**config.mk**
```make
export PLATFORM = sky130hd
export DESIGN_NAME = vga_timing_rx
export DESIGN_NICKNAME = d
export VERILOG_FILES = /design/src/rtl/vga_pkg.sv /design/src/rtl/sync_edge_det.sv /design/src/rtl/vga_timing_rx.sv
export SDC_FILE = /design/constraint.sdc
export NUM_CORES = 1
export LEC_CHECK = 0
export CAP_MARGIN = 30
export CORE_ASPECT_RATIO = 1.5
export CORE_MARGIN = 2
export CORE_UTILIZATION = 55
export DETAILED_ROUTE_END_ITERATION = 10
export PLACE_DENSITY_LB_ADDON = 0.25
export SKIP_LAST_GASP = 1
export SYNTH_ARGS = -nofsm -noshare
export SYNTH_HDL_FRONTEND = slang
export SYNTH_SLANG_ARGS = --single-unit
```
**constraint.sdc**
```tcl
create_clock -name clk -period 9.1 [get_ports clk]
set_input_delay 0.91 -clock clk [delete_from_list [all_inputs] [get_ports clk]]
set_output_delay 0.91 -clock clk [all_outputs]
set_load 0.005 [all_outputs]
```
**src/rtl/vga_pkg.sv**
```systemverilog
// Shared 640x480@60 VGA timing constants and receiver state encoding,
// used by both the hvsync generator and the timing receiver.
package vga_pkg;

  localparam int unsigned HCntW     = 12;
  localparam int unsigned VCntW     = 11;

  localparam int unsigned HTotal    = 800;
  localparam int unsigned HSyncLen  = 96;
  localparam int unsigned HActStart = 144;
  localparam int unsigned HActLen   = 640;

  localparam int unsigned VTotal    = 525;
  localparam int unsigned VSyncLen  = 2;
  localparam int unsigned VActStart = 35;
  localparam int unsigned VActLen   = 480;

  typedef enum logic [1:0] {
    SEARCH = 2'd0,
    TRACK  = 2'd1,
    LOCKED = 2'd2
  } rx_state_t;

endpackage

```
**src/rtl/sync_edge_det.sv**
```systemverilog
// Two-flop synchroniser for a raw sync input, normalised to active-high,
// with single-cycle assertion and deassertion pulses.
module sync_edge_det #(
  parameter bit ACT_LOW = 1'b1
) (
  input  logic clk,
  input  logic reset,
  input  logic sig_in,
  output logic active,
  output logic on_edge,
  output logic off_edge
);

  logic s1_q, s2_q, prev_q;

  // Polarity is folded in ahead of the first flop so the all-zero reset
  // state reads as "deasserted" and cannot fake an edge after reset.
  always_ff @(posedge clk or negedge reset) begin
    if (!reset) begin
      s1_q   <= 1'b0;
      s2_q   <= 1'b0;
      prev_q <= 1'b0;
    end else begin
      s1_q   <= sig_in ^ ACT_LOW;
      s2_q   <= s1_q;
      prev_q <= s2_q;
    end
  end

  assign active   = s2_q;
  assign on_edge  = s2_q & ~prev_q;
  assign off_edge = ~s2_q & prev_q;

endmodule

```
**src/rtl/vga_timing_rx.sv**
```systemverilog
// VGA timing receiver: recovers hpos/vpos from incoming hsync/vsync, measures
// line/frame length and hsync width, and tracks lock to a stable timing.
module vga_timing_rx
  import vga_pkg::*;
#(
  parameter int unsigned H_CNT_W      = HCntW,
  parameter int unsigned V_CNT_W      = VCntW,
  parameter bit          SYNC_ACT_LOW = 1'b1,
  parameter int unsigned H_ACT_START  = HActStart,
  parameter int unsigned H_ACT_LEN    = HActLen,
  parameter int unsigned V_ACT_START  = VActStart,
  parameter int unsigned V_ACT_LEN    = VActLen,
  parameter int unsigned LOCK_FRAMES  = 2
) (
  input  logic               clk,
  input  logic               reset,
  input  logic               hsync_in,
  input  logic               vsync_in,
  output logic               locked,
  output logic [H_CNT_W-1:0] hpos,
  output logic [V_CNT_W-1:0] vpos,
  output logic               display_on,
  output logic               frame_start,
  output logic [H_CNT_W-1:0] h_total,
  output logic [H_CNT_W-1:0] hsync_width,
  output logic [V_CNT_W-1:0] v_total,
  output logic [7:0]         lock_err_cnt
);

  localparam int unsigned        MatchW    = $clog2(LOCK_FRAMES + 1);
  localparam logic [MatchW-1:0]  MatchLock = MatchW'(LOCK_FRAMES);
  localparam logic [H_CNT_W-1:0] HWinLo    = H_CNT_W'(H_ACT_START);
  localparam logic [H_CNT_W-1:0] HWinHi    = H_CNT_W'(H_ACT_START + H_ACT_LEN);
  localparam logic [V_CNT_W-1:0] VWinLo    = V_CNT_W'(V_ACT_START);
  localparam logic [V_CNT_W-1:0] VWinHi    = V_CNT_W'(V_ACT_START + V_ACT_LEN);

  logic hs_act, hs_edge, hs_fall;
  logic vs_act, vs_edge, vs_fall;
  logic unused_vs;

  sync_edge_det #(.ACT_LOW(SYNC_ACT_LOW)) u_hs_sync (
    .clk      (clk),
    .reset    (reset),
    .sig_in   (hsync_in),
    .active   (hs_act),
    .on_edge  (hs_edge),
    .off_edge (hs_fall)
  );

  sync_edge_det #(.ACT_LOW(SYNC_ACT_LOW)) u_vs_sync (
    .clk      (clk),
    .reset    (reset),
    .sig_in   (vsync_in),
    .active   (vs_act),
    .on_edge  (vs_edge),
    .off_edge (vs_fall)
  );

  assign unused_vs = vs_act ^ vs_fall;

  rx_state_t          state_q, state_d;
  logic [H_CNT_W-1:0] hpos_q, hpos_d, h_total_q, h_total_d;
  logic [H_CNT_W-1:0] hs_cnt_q, hs_cnt_d, hs_width_q, line_len;
  logic [V_CNT_W-1:0] vpos_q, vpos_d, v_total_q, v_total_d, frame_len;
  logic [MatchW-1:0]  match_q, match_d;
  logic [7:0]         err_q, err_d;
  logic               vs_pend_q, fs_q, disp_q, disp_d;
  logic               h_ref_q, h_ref_d, v_ref_q, v_ref_d, bad_q, bad_d;
  logic               h_sat, v_sat, frame_bnd, line_bad, lose;

  assign h_sat     = &hpos_q;
  assign v_sat     = &vpos_q;
  assign line_len  = hpos_q + 1'b1;
  assign frame_len = vpos_q + 1'b1;
  // A pending vsync is only applied on a later hsync edge, absorbing skew.
  assign frame_bnd = hs_edge & vs_pend_q;
  assign line_bad  = hs_edge & h_ref_q & (line_len != h_total_q);

  always_comb begin
    hpos_d = hpos_q;
    if (hs_edge)     hpos_d = '0;
    else if (!h_sat) hpos_d = hpos_q + 1'b1;

    vpos_d = vpos_q;
    if (frame_bnd)                vpos_d = '0;
    else if (hs_edge && !v_sat)   vpos_d = vpos_q + 1'b1;

    hs_cnt_d = '0;
    if (hs_edge)     hs_cnt_d = {{(H_CNT_W-1){1'b0}}, 1'b1};
    else if (hs_act) hs_cnt_d = (&hs_cnt_q) ? hs_cnt_q : hs_cnt_q + 1'b1;
  end

  always_comb begin
    state_d   = state_q;
    match_d   = match_q;
    h_ref_d   = h_ref_q;
    v_ref_d   = v_ref_q;
    bad_d     = bad_q;
    h_total_d = h_total_q;
    v_total_d = v_total_q;
    unique case (state_q)
      SEARCH: begin
        if (frame_bnd) begin
          state_d = TRACK;
          match_d = '0;
          h_ref_d = 1'b0;
          v_ref_d = 1'b0;
          bad_d   = 1'b0;
        end
      end
      TRACK: begin
        if (hs_edge && !h_ref_q) begin
          h_total_d = line_len;
          h_ref_d   = 1'b1;
        end
        if (line_bad) bad_d = 1'b1;
        if (frame_bnd) begin
          bad_d = 1'b0;
          if (bad_q || line_bad || (v_ref_q && frame_len != v_total_q)) begin
            match_d = '0;
            h_ref_d = 1'b0;
            v_ref_d = 1'b0;
          end else if (!v_ref_q) begin
            v_total_d = frame_len;
            v_ref_d   = 1'b1;
            match_d   = '0;
          end else begin
            match_d = match_q + 1'b1;
            if (match_d == MatchLock) state_d = LOCKED;
          end
        end
      end
      LOCKED: begin
        if (line_bad || (frame_bnd && frame_len != v_total_q) || v_sat) state_d = SEARCH;
      end
      default: state_d = SEARCH;
    endcase
    // Lost hsync: the line counter running out overrides everything.
    if (h_sat) state_d = SEARCH;
  end

  assign lose  = (state_q == LOCKED) && (state_d != LOCKED);
  assign err_d = (lose && err_q != 8'hff) ? err_q + 8'd1 : err_q;
  assign disp_d = (state_d == LOCKED) && (hpos_d >= HWinLo) && (hpos_d < HWinHi) &&
                  (vpos_d >= VWinLo) && (vpos_d < VWinHi);

  always_ff @(posedge clk or negedge reset) begin
    if (!reset) begin
      state_q    <= SEARCH;
      hpos_q     <= '0;
      vpos_q     <= '0;
      h_total_q  <= '0;
      v_total_q  <= '0;
      hs_cnt_q   <= '0;
      hs_width_q <= '0;
      match_q    <= '0;
      err_q      <= '0;
      vs_pend_q  <= 1'b0;
      fs_q       <= 1'b0;
      disp_q     <= 1'b0;
      h_ref_q    <= 1'b0;
      v_ref_q    <= 1'b0;
      bad_q      <= 1'b0;
    end else begin
      state_q    <= state_d;
      hpos_q     <= hpos_d;
      vpos_q     <= vpos_d;
      h_total_q  <= h_total_d;
      v_total_q  <= v_total_d;
      hs_cnt_q   <= hs_cnt_d;
      hs_width_q <= hs_fall ? hs_cnt_q : hs_width_q;
      match_q    <= match_d;
      err_q      <= err_d;
      vs_pend_q  <= vs_edge | (vs_pend_q & ~hs_edge);
      fs_q       <= frame_bnd;
      disp_q     <= disp_d;
      h_ref_q    <= h_ref_d;
      v_ref_q    <= v_ref_d;
      bad_q      <= bad_d;
    end
  end

  assign locked       = (state_q == LOCKED);
  assign hpos         = hpos_q;
  assign vpos         = vpos_q;
  assign display_on   = disp_q;
  assign frame_start  = fs_q;
  assign h_total      = h_total_q;
  assign hsync_width  = hs_width_q;
  assign v_total      = v_total_q;
  assign lock_err_cnt = err_q;

endmodule

```
==> results.sh, run 1 <==
export IMPL_htree_levels=3
export IMPL_synth_seq_cells=94
export IMPL_fin_nets=550
export IMPL_crit_start="vpos[0]"
export IMPL_min_from="u_vs_sync.s1_q"
export IMPL_cts_repair_resized=0
export IMPL_hold_path_end="u_vs_sync.active"
export IMPL_drtAntennaViolNets=0
export IMPL_worstSetupPathType="reg -> reg"
export IMPL_cts_root_buf="clkbuf_16"
export IMPL_finalWeightedCongestion=0.850
export IMPL_maxCapViolations=0
export IMPL_cts_hold_buf=0
export IMPL_cts_clk_slew_worst_paths_ns=0.06
export IMPL_fp_row_count=42
export IMPL_async_reset_ff_share_pct=100
export IMPL_n_antenna_cell=0
export IMPL_synth_nets=485
export IMPL_cts_tree="done"
export IMPL_synth_top_cell_by_area="dfrtp_1"
export IMPL_period_minus_slack_ns=3.37
export IMPL_final_setup_viol_count=0
export IMPL_die_y_um=119
export IMPL_syn_area_mm2=0.00489
export IMPL_clock_path_buffers=2
export IMPL_drv_slew=0
export IMPL_tightest_slew_ns=0.713
export IMPL_worst_path_most_repeated_cell="xnor2_1"
export IMPL_ff2ff_setup_slack_ns=5.73
export IMPL_cp_cell_sequence="ha_1 -> xnor2_1 -> xnor2_1 -> nand4_1 -> or4_1 -> or4_4 -> a21bo_4 -> o21ai_2 -> mux2_1"
export IMPL_grt_pass1_wl_um=18100
export IMPL_crit_path_max_incr_delay_ns=0.57
export IMPL_clock_sinks=94
export IMPL_dr_pass1_iters=4
export IMPL_post_cts_setup_buffer_count=0
export IMPL_drt_iter0_markers=224
export IMPL_ys_warnings_count=0
export IMPL_clkLatencyLatePin_ns=0.34
export IMPL_dp_hpwl_um=7520
export IMPL_slew_headroom_pct=52.5
export IMPL_outcome="finished clean"
export IMPL_synth_distinct_cells=64
export IMPL_setup_tns_ns=0
export IMPL_arrival_ns=3.59
export IMPL_crit_required_ns=9.33
export IMPL_wl_um=10500
export IMPL_hold_path_class="reg -> reg"
export IMPL_initial_core_util_pct=56.0
export IMPL_rsz0062_at_grt="no"
export IMPL_synth_area_leaders="dfrtp_1, xnor2_1, xor2_1, nor2_1, mux2_2"
export IMPL_powerDensity_mw_per_mm2=219
export IMPL_ir_worst_vdd_v=0.000185
export IMPL_antenna_found_initial=0
export IMPL_hold_depth=0
export IMPL_port_buffers=72
export IMPL_synthCells=476
export IMPL_synth_flop_cell="dfrtp_1"
export IMPL_synth_edf_count=0
export IMPL_startpoint_type="flip-flop"
export IMPL_overflow=0
export IMPL_worstReg2RegStart="vpos[0]"
export IMPL_crit_fanout=9
export IMPL_numCtsBuffers=9
export IMPL_dieArea_mm2=0.00967
export IMPL_die_width_um=81.0
export IMPL_clock_fmax_mhz=297
export IMPL_reg2reg_depth=9
export IMPL_syn2layout_area_growth_pct=22.7
export IMPL_layout_commonest_cell="dfrtp_1"
export IMPL_fillers=699
export IMPL_layout_drive_gt1_share_pct=9.71
export IMPL_fin_crit_sh_pct=37.0
export IMPL_p_total_w=0.00131
export IMPL_power_leakage_nw=2.53
export IMPL_ys_seq_area_share_pct=48.1
export IMPL_critPathSlowestCell="or4_1"
export IMPL_vias=3734
export IMPL_core_mm2=0.00872
export IMPL_syn_avg_cell_area_um2=10.3
export IMPL_rr_endpoint="lock_err_cnt[1]"
export IMPL_viasPerCell=5.69
export IMPL_grt_pass1_vias=3759
export IMPL_drc_errors=0
export IMPL_hold_viol=0
export IMPL_clock_skew_ns=0.00674
export IMPL_grt_util_all_layers_pct=24.1
export IMPL_grt_max_degree=58
export IMPL_layout_common_cells="dfrtp_1, clkdlybuf4s50_1, nor2_1"
export IMPL_netlist_area_leader_share_pct=48.1
export IMPL_cp_end_kind="flip-flop"
export IMPL_ioPinCount=73
export IMPL_post_drt_wl_per_cell_um=16.0
## state kept, by name, summed over array words and instances, names as in the netlist, 2 cells and up
signal / flops
hs_cnt_q: 12
h_total: 12
state_q: 2
hsync_width: 12
hpos: 12
match_q: 2
vpos: 11
v_total: 11
lock_err_cnt: 8
## power by group
group | internal (W) | switching (W) | leakage [nW]
Combinational | 0.000196 | 0.000155 | 1.14
Clock | 0.000249 | 0.000154 | 0.156
Sequential | 0.000477 | 0.0000805 | 1.24
## worst max-delay path by stage
| stage | end | slack, ns | cells past startpoint |
|---|---|---|---|
| after detailed placement | lock_err_cnt[1] | 5.73 | 9 |
| final | lock_err_cnt[1] | 5.73 | 9 |
| after global routing | v_total[1] | 5.57 | 11 |
| after global placement | v_total[1] | 5.81 | 11 |
| after CTS | lock_err_cnt[1] | 5.73 | 9 |
| after floorplan | lock_err_cnt[1] | 6.05 | 10 |
## metrics by stage
step	hold WS (ns)	cell area [um^2]	worst slack, ns	util, %	cells
after floorplan	0.331	4890	6.05	-	476
after global placement	0.333	5670	5.81	65.0	640
after detailed placement	0.343	5670	5.73	65.0	640
after CTS	0.358	5990	5.73	68.7	656
after global routing	0.366	5990	5.57	68.7	656
final	0.353	5990	5.73	68.7	656
## layout make-up
class	instances	area (um^2)	share of cell area (%)
well taps	110	138	2.30
flip-flops and latches	94	2350	39.2
clock inverters	5	81.3	1.36
repair buffers	77	756	12.6
clock buffers	11	243	4.05
multi-input cells	342	2360	39.4
inverters	17	63.8	1.06
## routing by layer
layer / wire, um / GRT usage (%)
met5: 0 / 0
met4: 320 / 11.9
met3: 387 / 4.02
met2: 5540 / 40.1
met1: 4270 / 29.9
## cell usage after synthesis, types with 4 or more instances
master / instances
xnor2_1: 36
nor2_1: 56
a31oi_1: 4
nand4_1: 12
ha_1: 5
a211oi_1: 4
nand2b_1: 4
and4_1: 6
nand3_1: 16
and3_1: 6
nand2_1: 30
mux2_1: 8
nor3_1: 8
buf_2: 5
nor4_1: 4
clkbuf_1: 11
xor2_1: 30
a21oi_1: 28
mux2_2: 14
nor2b_1: 4
mux2i_1: 6
o21ai_0: 6
inv_1: 17
dfrtp_1: 94
## cells by family after synthesis
family / Yosys count / share of synthesized area (%)
mux: 28 / 6.30
flops: 94 / 48.1
simple gates: 171 / 18.2
buf+inv: 40 / 3.66
fa+ha+maj: 5 / 1.28
compound gates: 72 / 10.6
xor+xnor: 66 / 11.8
## worst max-delay path, delay by kind of cell, from the launching register on
kind	cells	cell delay (ns)
muxes	1	0.33
DFF	1	0.52
and+or+nand+nor	3	1.22
AOI/OAI and AO/OA	2	0.45
adders and majority gates	1	0.38
xor gates and xnor gates	2	0.35
Power figures use the tool's default switching activity.
==> inputs of run 2 (changes only) <==
--- a/config.mk
+++ b/config.mk
@@ -8,7 +8,7 @@
 export CAP_MARGIN = 30
 export CORE_ASPECT_RATIO = 1.5
 export CORE_MARGIN = 2
-export CORE_UTILIZATION = 55
+export CORE_UTILIZATION = 54
 export DETAILED_ROUTE_END_ITERATION = 10
 export PLACE_DENSITY_LB_ADDON = 0.25
 export SKIP_LAST_GASP = 1
==> constraint.sdc (replaced) <==
create_clock -name clk -period 3.4 [get_ports clk]
set_input_delay 0.34 -clock clk [delete_from_list [all_inputs] [get_ports clk]]
set_output_delay 0.34 -clock clk [all_outputs]
set_load 0.005 [all_outputs]
==> results.sh, run 2 (synthesized netlist as in run 1, its figures left out) <==
export IMPL_crit_required_ns=3.63
export IMPL_syn2layout_area_growth_pct=24.3
export IMPL_tightest_slew_ns=0.678
export IMPL_startpoint_type="flip-flop"
export IMPL_drv_slew=0
export IMPL_power_leakage_nw=2.57
export IMPL_clock_fmax_mhz=311
export IMPL_finalWeightedCongestion=0.891
export IMPL_reg2reg_depth=9
export IMPL_fp_row_count=42
export IMPL_fin_crit_sh_pct=94.5
export IMPL_drt_iter0_markers=218
export IMPL_outcome="finished clean"
export IMPL_hold_viol=0
export IMPL_power_frac_clock_pct=29.6
export IMPL_worstSetupPathType="reg -> reg"
export IMPL_layout_commonest_cell="dfrtp_1"
export IMPL_dr_pass1_iters=4
export IMPL_cts_clk_slew_worst_paths_ns=0.07
export IMPL_htree_levels=3
export IMPL_hold_path_class="in -> async"
export IMPL_setup_tns_ns=0
export IMPL_intPower_w=0.00244
export IMPL_rsz0062_at_grt="no"
export IMPL_viasPerCell=5.71
export IMPL_die_y_um=121
export IMPL_grt_pass1_vias=3762
export IMPL_clock_skew_ns=0.00741
export IMPL_dieArea_mm2=0.00984
export IMPL_seq_power_share_pct=42.3
export IMPL_final_setup_viol_count=0
export IMPL_antenna_found_initial=0
export IMPL_powerDensity_mw_per_mm2=578
export IMPL_fillers=689
export IMPL_arrival_ns=3.44
export IMPL_wl_um=10800
export IMPL_layout_common_cells="dfrtp_1, clkdlybuf4s50_1, nor2_1"
export IMPL_period_minus_slack_ns=3.21
export IMPL_cts_tree="done"
export IMPL_vias=3790
export IMPL_ioPinCount=73
export IMPL_grt_pass1_wl_um=17900
export IMPL_n_antenna_cell=0
export IMPL_post_drt_wl_per_cell_um=16.2
export IMPL_clock_path_buffers=2
export IMPL_die_width_um=81.7
export IMPL_comb_power_share_pct=28.1
export IMPL_slew_headroom_pct=54.5
export IMPL_core_mm2=0.00883
export IMPL_post_cts_setup_buffer_count=0
export IMPL_cp_end_kind="flip-flop"
export IMPL_numCtsBuffers=9
export IMPL_drc_errors=0
export IMPL_drtAntennaViolNets=0
export IMPL_initial_core_util_pct=55.4
export IMPL_fin_nets=558
export IMPL_port_buffers=72
export IMPL_grt_max_degree=77
export IMPL_final_core_util_pct=68.8
export IMPL_dp_hpwl_um=7670
export IMPL_clock_sinks=94
export IMPL_p_total_w=0.00351
export IMPL_maxCapViolations=0
export IMPL_switchingPower_w=0.00107
export IMPL_crit_fanout=8
export IMPL_overflow=0
export IMPL_layout_drive_gt1_share_pct=11.4
export IMPL_ir_worst_vdd_v=0.000479
export IMPL_grt_util_all_layers_pct=23.7
export IMPL_cts_root_buf="clkbuf_16"
export IMPL_swShare_pct=30.6
export IMPL_clkLatencyLatePin_ns=0.35
[run 2: changes by cell type in the layout (fill, tap and decap cells not counted), sizes merged]
cell	previous run	this run
buf	6	13
clkinv	1	0
clkinvlp	1	2
dlygate4sd3	0	1
clkbuf	11	12
bufinv	2	1
[run 2: critical path, stage by stage (launching register included)]
cell	delay (ns)
dfrtp_1	0.46
ha_2	0.33
nand3_2	0.10
xor2_1	0.25
xnor2_1	0.10
or4_1	0.52
or4_4	0.55
a21bo_4	0.29
o21ai_2	0.16
mux2_1	0.34
[run 2: repair_timing]
action / CTS / global route
gates resized for setup: 0 / 3
hold endpoints to repair: 0 / 5
endpoints found under the setup margin: 0 / 1
hold buffers: 0 / 1
[run 2: stage by stage]
stage / std cells / setup WS (ns) / hold slack (ns) / cell area [um^2]
2_1_floorplan: 476 / 0.351 / 0.0444 / 4890
3_3_place_gp: 646 / 0.200 / 0.349 / 5720
3_5_place_dp: 646 / 0.123 / 0.350 / 5720
4_1_cts: 662 / 0.109 / 0.182 / 6030
5_1_grt: 664 / 0.00969 / 0.354 / 6070
6_report: 664 / 0.186 / 0.346 / 6070
[run 2: power groups by stage]
stage               Sequential, W  Combinational, W  Clock (W)
floorplan                 0.00146          0.000573          0
global route              0.00151           0.00110    0.00110
CTS                       0.00148          0.000979    0.00106
finish                    0.00149          0.000988    0.00104
detailed placement        0.00150          0.000972          0
global placement          0.00149          0.000957          0
[run 2: per-layer routing]
metal / up-vias / track usage, % / wire, um
met2: 91 / 39.7 / 5690
met3: 24 / 3.13 / 356
met1: 1859 / 28.4 / 4320
met5: - / 0 / 0
met4: 0 / 14.2 / 393
li1: 1816 / - / -
[run 2: final timing paths]
check                                    start          endpoint  slack (ns)
worst max-delay path                   vpos[1]   lock_err_cnt[1]        0.19
worst min-delay path                     reset        v_total[3]        0.35
worst max register to register         vpos[1]   lock_err_cnt[1]        0.19
worst min register to register  u_vs_sync.s1_q  u_vs_sync.active        0.36
max in group asynchronous                reset      hs_cnt_q[11]        2.25
min in group clk                u_vs_sync.s1_q  u_vs_sync.active        0.36
[run 2: area by class of cell]
class                   instances  area, um^2  share of cell area [%]
clock inverters                 4        53.8                   0.886
repair buffers                 85         838                    13.8
multi-input cells             342        2370                    39.0
inverters                      17        63.8                    1.05
well taps                     110         138                    2.27
clock buffers                  12         256                    4.22
flip-flops and latches         94        2350                    38.7
==> inputs of run 3 (changes only) <==
--- a/config.mk
+++ b/config.mk
@@ -7,7 +7,7 @@
 export LEC_CHECK = 0
 export CAP_MARGIN = 30
 export CORE_ASPECT_RATIO = 1.5
-export CORE_MARGIN = 2
+export CORE_MARGIN = 5
 export CORE_UTILIZATION = 54
 export DETAILED_ROUTE_END_ITERATION = 10
 export PLACE_DENSITY_LB_ADDON = 0.25
==> results.sh, run 3 (synthesized netlist as in run 1, its figures left out) <==
export IMPL_outcome="finished clean"
export IMPL_reg2reg_depth=9
export IMPL_layout_common_cells="dfrtp_1, clkdlybuf4s50_1, nor2_1"
export IMPL_final_setup_viol_count=0
export IMPL_cp_end_kind="flip-flop"
export IMPL_worstSetupPathType="reg -> reg"
export IMPL_clock_path_buffers=2
export IMPL_dp_hpwl_um=8310
export IMPL_layout_commonest_cell="dfrtp_1"
export IMPL_syn2layout_area_growth_pct=22.8
export IMPL_hold_path_class="in -> async"
export IMPL_power_leakage_nw=2.53
export IMPL_rsz0062_at_grt="no"
export IMPL_grt_pass1_vias=3888
export IMPL_grt_pass1_wl_um=18900
export IMPL_tightest_slew_ns=0.924
export IMPL_layout_drive_gt1_share_pct=11.3
export IMPL_setup_tns_ns=0
export IMPL_cts_clk_slew_worst_paths_ns=0.06
export IMPL_clock_sinks=94
export IMPL_critPathSlowestCell="or4_4"
export IMPL_ioPinCount=73
export IMPL_crit_required_ns=3.63
export IMPL_htree_levels=3
export IMPL_cts_tree="done"
export IMPL_worstReg2RegStart="vpos[1]"
export IMPL_post_drt_wl_per_cell_um=17.0
export IMPL_fin_nets=555
export IMPL_antenna_found_initial=0
export IMPL_drc_errors=0
export IMPL_powerDensity_mw_per_mm2=568
export IMPL_crit_family="simple AND/OR/NAND/NOR gates"
export IMPL_crit_start="vpos[1]"
export IMPL_vias=3757
export IMPL_dr_pass1_iters=4
export IMPL_die_width_um=87.7
export IMPL_clock_fmax_mhz=313
export IMPL_clkLatencyLatePin_ns=0.34
export IMPL_period_minus_slack_ns=3.20
export IMPL_ir_worst_vdd_v=0.000500
export IMPL_drv_slew=0
export IMPL_startpoint_type="flip-flop"
export IMPL_drt_iter0_markers=209
export IMPL_cts_root_buf="clkbuf_16"
export IMPL_cp_num_cells=9
export IMPL_grt_max_degree=74
export IMPL_port_buffers=72
export IMPL_die_y_um=127
export IMPL_slew_headroom_pct=38.4
export IMPL_crit_path_max_incr_delay_ns=0.55
export IMPL_fin_cells=660
export IMPL_finalWeightedCongestion=0.832
export IMPL_viasPerCell=5.69
export IMPL_hold_viol=0
export IMPL_numCtsBuffers=9
export IMPL_wl_um=11200
export IMPL_grt_util_all_layers_pct=21.7
export IMPL_timing_final_ws_setup_ns=0.204
export IMPL_fin_crit_sh_pct=94.0
export IMPL_core_mm2=0.00883
export IMPL_maxCapViolations=0
export IMPL_initial_core_util_pct=55.4
export IMPL_dp_cells=645
export IMPL_drtAntennaViolNets=0
export IMPL_fp_row_count=42
export IMPL_overflow=0
export IMPL_fillers=707
export IMPL_cp_cell_sequence="ha_2 -> nand3_2 -> xor2_1 -> xnor2_1 -> or4_1 -> or4_4 -> a21bo_4 -> o21ai_2 -> mux2_1"
export IMPL_critPathBufInv=0
export IMPL_arrival_ns=3.42
export IMPL_p_total_w=0.00341
export IMPL_cts_hold_buf=0
export IMPL_crit_fanout=8
export IMPL_dieArea_mm2=0.0111
export IMPL_clock_skew_ns=0.00540
export IMPL_n_antenna_cell=0
export IMPL_post_place_ws_ns=0.0965
## run 3: final timing paths
check                                        end  slack [ns]
worst min register to register  u_vs_sync.active        0.35
worst max register to register   lock_err_cnt[1]        0.20
worst max-delay path             lock_err_cnt[1]        0.20
min in group clk                u_vs_sync.active        0.35
max in group asynchronous                vpos[2]        2.50
worst min-delay path                  v_total[1]        0.10
## run 3: routing by layer
metal / wire (um) / global-route usage (%) / up-vias / share of wire, %
li1: - / - / 1798 / -
met1: 4360 / 24.7 / 1830 / 39
met2: 6040 / 38.1 / 101 / 54
met3: 459 / 3.96 / 28 / 4.1
met4: 373 / 11.1 / 0 / 3.3
met5: 0 / 0 / - / 0
## run 3: area by class of cell
| type | instances | area (um^2) | share of cell area (%) |
|---|---|---|---|
| sequential | 94 | 2350 | 39.2 |
| tap | 110 | 138 | 2.29 |
| timing repair buffer | 82 | 793 | 13.2 |
| clock inverter | 5 | 36.3 | 0.605 |
| clock buffer | 10 | 239 | 3.98 |
| multi-input combinational | 342 | 2380 | 39.6 |
| inverter | 17 | 63.8 | 1.06 |
## run 3: power by group
group	internal [W]	switching [W]
Sequential	0.00128	0.000205
Combinational	0.000545	0.000449
Clock	0.000511	0.000422
## run 3: metrics by stage
stage	cell area [um^2]	hold slack, ns	util (%)
final	6000	0.104	68.0
after global routing	6000	0.210	68.0
after CTS	5980	0.171	67.8
after detailed placement	5710	0.336	64.7
after global placement	5710	0.349	64.7
after floorplan	4890	0.0444	-
## run 3: what timing repair did
item | in CTS | in global routing
resized for setup | 0 | 4
hold endpoints to repair | 0 | 0
setup buffers | 0 | 0
setup endpoints to repair | 0 | 7
